--- src/rtl/decode_sequencer.sv ---
// Instruction decode sequencer: accepts one opcode per cycle in IDLE and
// produces registered control pulses. It stalls in a wait state for
// multi-cycle MULT, for the input handshake of STIN and for the output
// handshake of LOUT. A taken branch discards the next FLUSH_SLOTS accepted
// instructions.
module decode_sequencer #(
    parameter int OPW         = 6,
    parameter int FUNCW       = 3,
    parameter int MULT_CYCLES = 4,
    parameter int FLUSH_SLOTS = 1
) (
    input  logic             clk,
    input  logic             reset,
    input  logic             instr_valid,
    input  logic [OPW-1:0]   opcode,
    input  logic             ZF,
    input  logic             in_valid,
    input  logic             out_ready,
    output logic             instr_ready,
    output logic [FUNCW-1:0] alu_func,
    output logic             reg_write,
    output logic             immediate,
    output logic             read_in,
    output logic             pc_rel_branch,
    output logic             write_out,
    output logic             mult_busy,
    output logic             illegal_op
);

    // Opcode map; the low FUNCW bits double as the ALU function select,
    // so ADDI/SUBI share their ALU function with ADD/SUB.
    localparam logic [OPW-1:0] OP_NOP  = OPW'(6'h00);
    localparam logic [OPW-1:0] OP_ADD  = OPW'(6'h01);
    localparam logic [OPW-1:0] OP_SUB  = OPW'(6'h02);
    localparam logic [OPW-1:0] OP_MULT = OPW'(6'h03);
    localparam logic [OPW-1:0] OP_ADDI = OPW'(6'h09);
    localparam logic [OPW-1:0] OP_SUBI = OPW'(6'h0A);
    localparam logic [OPW-1:0] OP_BEQ  = OPW'(6'h10);
    localparam logic [OPW-1:0] OP_BNQ  = OPW'(6'h11);
    localparam logic [OPW-1:0] OP_JMP  = OPW'(6'h12);
    localparam logic [OPW-1:0] OP_STIN = OPW'(6'h18);
    localparam logic [OPW-1:0] OP_LOUT = OPW'(6'h19);

    localparam logic [1:0] IDLE      = 2'd0;
    localparam logic [1:0] MULT_WAIT = 2'd1;
    localparam logic [1:0] IN_WAIT   = 2'd2;
    localparam logic [1:0] OUT_WAIT  = 2'd3;

    logic [1:0] state;
    logic [1:0] flush_cnt;
    logic [3:0] mult_cnt;
    logic       accept;
    logic       flushing;
    logic       br_taken;
    logic       is_branch;

    assign instr_ready = (state == IDLE) && !reset;
    assign accept      = instr_valid && instr_ready;
    assign flushing    = (flush_cnt != 2'd0);
    assign write_out   = (state == OUT_WAIT);
    assign mult_busy   = (state == MULT_WAIT);

    // Branch resolution uses the ZF sampled with the opcode.
    always_comb begin
        br_taken  = 1'b0;
        is_branch = 1'b0;
        case (opcode)
            OP_BEQ:  begin is_branch = 1'b1; br_taken = ZF;   end
            OP_BNQ:  begin is_branch = 1'b1; br_taken = !ZF;  end
            OP_JMP:  begin is_branch = 1'b1; br_taken = 1'b1; end
            default: ;
        endcase
    end

    // Sequencer state, counters and one-cycle control pulses.
    always_ff @(posedge clk) begin
        if (reset) begin
            state         <= IDLE;
            flush_cnt     <= 2'd0;
            mult_cnt      <= 4'd0;
            alu_func      <= '0;
            reg_write     <= 1'b0;
            immediate     <= 1'b0;
            read_in       <= 1'b0;
            pc_rel_branch <= 1'b0;
            illegal_op    <= 1'b0;
        end else begin
            reg_write     <= 1'b0;
            immediate     <= 1'b0;
            read_in       <= 1'b0;
            pc_rel_branch <= 1'b0;
            case (state)
                IDLE: begin
                    if (accept) begin
                        alu_func <= opcode[FUNCW-1:0];
                        if (flushing) begin
                            // Discarded slot: no effect besides consuming it.
                            flush_cnt <= flush_cnt - 2'd1;
                        end else if (is_branch) begin
                            pc_rel_branch <= br_taken;
                            if (br_taken)
                                flush_cnt <= 2'(FLUSH_SLOTS);
                        end else begin
                            case (opcode)
                                OP_NOP: ;
                                OP_ADD, OP_SUB: reg_write <= 1'b1;
                                OP_ADDI, OP_SUBI: begin
                                    reg_write <= 1'b1;
                                    immediate <= 1'b1;
                                end
                                OP_MULT: begin
                                    if (MULT_CYCLES <= 1) begin
                                        reg_write <= 1'b1;
                                    end else begin
                                        // Counts the remaining busy cycles after the first.
                                        state    <= MULT_WAIT;
                                        mult_cnt <= 4'(MULT_CYCLES - 2);
                                    end
                                end
                                OP_STIN: state <= IN_WAIT;
                                OP_LOUT: state <= OUT_WAIT;
                                default: illegal_op <= 1'b1;
                            endcase
                        end
                    end
                end
                MULT_WAIT: begin
                    if (mult_cnt == 4'd0) begin
                        state     <= IDLE;
                        reg_write <= 1'b1;
                    end else begin
                        mult_cnt <= mult_cnt - 4'd1;
                    end
                end
                IN_WAIT: begin
                    if (in_valid) begin
                        state     <= IDLE;
                        read_in   <= 1'b1;
                        reg_write <= 1'b1;
                    end
                end
                OUT_WAIT: begin
                    // write_out is held until the cycle the sink takes it.
                    if (out_ready)
                        state <= IDLE;
                end
                default: state <= IDLE;
            endcase
        end
    end

endmodule

--- config.mk ---
export PLATFORM = sky130hd
export DESIGN_NAME = decode_sequencer
export DESIGN_NICKNAME = d
export VERILOG_FILES = /design/src/rtl/decode_sequencer.sv
export SDC_FILE = /design/constraint.sdc
export NUM_CORES = 1
export LEC_CHECK = 0
export ABC_AREA = 0
export BUFFER_PORTS_ARGS = -buffer_cell sky130_fd_sc_hd__buf_4
export CAP_MARGIN = 20
export CORE_MARGIN = 2
export CORE_UTILIZATION = 53
export CTS_BUF_LIST = sky130_fd_sc_hd__clkbuf_8
export DETAILED_ROUTE_END_ITERATION = 8
export GPL_TIMING_DRIVEN = 0
export PLACE_DENSITY = 0.85
export SLEW_MARGIN = 5
export SYNTH_ARGS = -nofsm -noshare
export SYNTH_HDL_FRONTEND = slang
export SYNTH_SLANG_ARGS = --single-unit
--- constraint.sdc ---
create_clock -name clk -period 1.9 [get_ports clk]
set_input_delay 0.19 -clock clk [delete_from_list [all_inputs] [get_ports clk]]
set_output_delay 0.19 -clock clk [all_outputs]
set_load 0.02 [all_outputs]
==> results.md <==
- I/O Buffers: 19
- Tot Pwr: 687 uW
- Layout cells sized above 1: 22.3%
- Maximum vdd drop: 0.000462 V
- Sink Count: 16
- Gr ovfl total: 0
- Mapped Area: 835 um^2
- Hold buffer count at cts: 0
- Area growth syn-to-layout: 24.4%
- RSZ-0062 raised after global routing: no
- Commonest cells post-synth: 16 x dfxtp_1, 11 x nand2_1, 7 x a21oi_1, 6 x nand2b_1, 6 x o21ai_0
- Yosys Warn Count: 0
- GPL Wtd Cong: 0.808
- Initial Utilization: 56.1%
- Startpoint types: register
- Type of the worst min-delay path: input pin to register
- Tot GR Track Use: 22.3%
- EDFF count, synth: 0
- Worst endpoint required time: 2050 ps
- Post_cts resized: 0
- DR iter-0 viols: 35
- Root Driver: clkbuf_8
- Final Setup Violations: 0
- Ys async rst share: 0%
- Final hold violation count: 0
- Hold slack: 197 ps
- Clock-pin slew on the worst setup and hold paths: 60 ps
- Die W: 43.7 um
- P_leak: 0.000408 uW
- Max Cap Violations: 0
- Largest net degree at the start of global routing: 11
- Bufs on Longest Clock Path: 2
- Total setup buffers inserted after CTS: 0
- FF+latch area: 320 um^2
- Vias/cell: 5.88
- Drt total wl: 1.89 mm
- Initial antenna violation count: 0
- Nets: 137
- Filler Cells Inserted: 142
- HPWL after detailed placement: 1.41 mm
- Setup TNS: 0 ps
- Pins Over Slew Limit: 0
- Final ANT Viol Nets: 0
- Synth unique cells: 32
- Row count: 14
- Core area: 1490 um^2
- Top_reg_cell synth: dfxtp_1
- Wl on met1: 763 um
- Die height: 43.7 um
- Syn nets: 113
- Synth area leader: dfxtp_1
- Worst Path Arrival: 1750 ps
- Pwr dens: 662 nW/um^2
- Synth Register Bits: 16
- Synth Instances: 99
- Clk_lat worst skew: 250 ps
- Clk_skew: 1.35 ps
- CTS tree: yes
- Status: finished, final reports clean
- Final Critical Period: 1590 ps
- Fin crit share: 83.9%
- Wire per inst: 13.8 um
- Seq/Total Area, Yosys: 38.4%
- Met3 WL: 103 um
- Routed length on met2: 1.00 mm
- H-tree depth: 1
- Fmax: 628 MHz
- Ant. Diodes: 0
- Die area: 1910 um^2
- Worst-Margin Slew: 511 ps
- Num CTS Buffers: 3
- First-pass GRT wire length: 3.17 mm
- TritonRoute pass-1 iters: 4
- Worst-path maximum fanout: 4
- Vias in the first global route: 778
- Crit path capture type: register
- Synth top area share: 38.4%
- Relative slew margins: 65.8%
- Core Util, Final: 69.7%
- Top post-synthesis cells by area: dfxtp_1 38%, nand2_1 4.9%, nand2b_1 4.5%, a21oi_1 4.2%, o21ai_0 3.6%
- CP Class: register to register
- DR vias: 806
- DRC Markers: 0
- Most frequent cell after synthesis: dfxtp_1
- Area occupied by multi-input gates: 470 um^2
- Top routing layer in use: met4
- I/O Pins: 23
- Mean Syn Cell Area: 8.43 um^2
[sequential cells by signal, summed over array words and instances, names as in the netlist]
name,count
immediate,1
read_in,1
mult_cnt,4
illegal_op,1
pc_rel_branch,1
reg_write,1
flush_cnt,2
alu_func,3
state,2
[path summary, 6_finish.rpt]
check                                         startpoint                       end  slack, ps  cells past startpoint
worst min register to register  alu_func[2]$_SDFFE_PP0P_  alu_func[2]$_SDFFE_PP0P_        480                      2
worst min-delay path                           opcode[2]  alu_func[2]$_SDFFE_PP0P_        200                      3
worst max register to register  mult_cnt[0]$_SDFFE_PP0P_  mult_cnt[2]$_SDFFE_PP0P_        310                      6
worst max-delay path            mult_cnt[0]$_SDFFE_PP0P_  mult_cnt[2]$_SDFFE_PP0P_        310                      6
[cell usage in the layout (no fill, tap or decap), types with 2 or more instances in the layout]
cell and instances:
nor4_1 3, buf_2 2, nor2_1 5, nor4b_1 2, ha_1 2, nand2_1 11
dfxtp_1 16, o21ai_0 6, inv_1 3, or3_1 4, nand2b_1 6, clkbuf_1 3
nand3_1 2, nor3b_1 4, a21oi_1 7, and2_1 2, nor3_1 3, a311oi_1 2
buf_4 19, nor2b_1 2, clkbuf_8 3, a31oi_1 2
[worst max-delay path: stages, from the launching register on]
cell and delay, ps:
dfxtp_1 320, inv_1 100, ha_1 150, nor3b_1 330, nand2b_1 190, nand2_1 130, a311oi_1 280
[power by group]
group          internal, uW  total, uW  switching (uW)
Combinational          39.2       90.2            51.0
Clock                   140        250             109
Sequential              343        347            3.84
[routing by layer]
layer  global-route usage, %  vias up
met1                    26.0      371
met2                    39.1       26
met3                    3.75        4
li1                        -      405
met5                       0        -
met4                    10.9        0
[area by class of cell]
class                      instances  area share [%]
timing repair buffer              19            13.7
multi-input combinational         74            45.3
sequential                        16            30.8
clock buffer                       3            3.98
inverter                           3            1.08
buffer                             6            3.13
tap                               16            1.93
[cells by family after synthesis]
logic type / after synthesis / share of synthesized area [%]
flops: 16 / 38.4
xor+xnor: 1 / 1.05
compound gates: 22 / 16.2
fa+ha+maj: 2 / 3.00
buf+inv: 9 / 5.25
mux: 1 / 1.20
simple gates: 48 / 34.9
[stage by stage]
step	setup WS, ps	std cells	cell area [um^2]
final	307	137	1040
after global routing	135	137	1040
after CTS	277	137	1040
after detailed placement	301	134	997
after global placement	343	134	997
after floorplan	230	99	835
No activity file was read; power rests on OpenSTA's default activity.
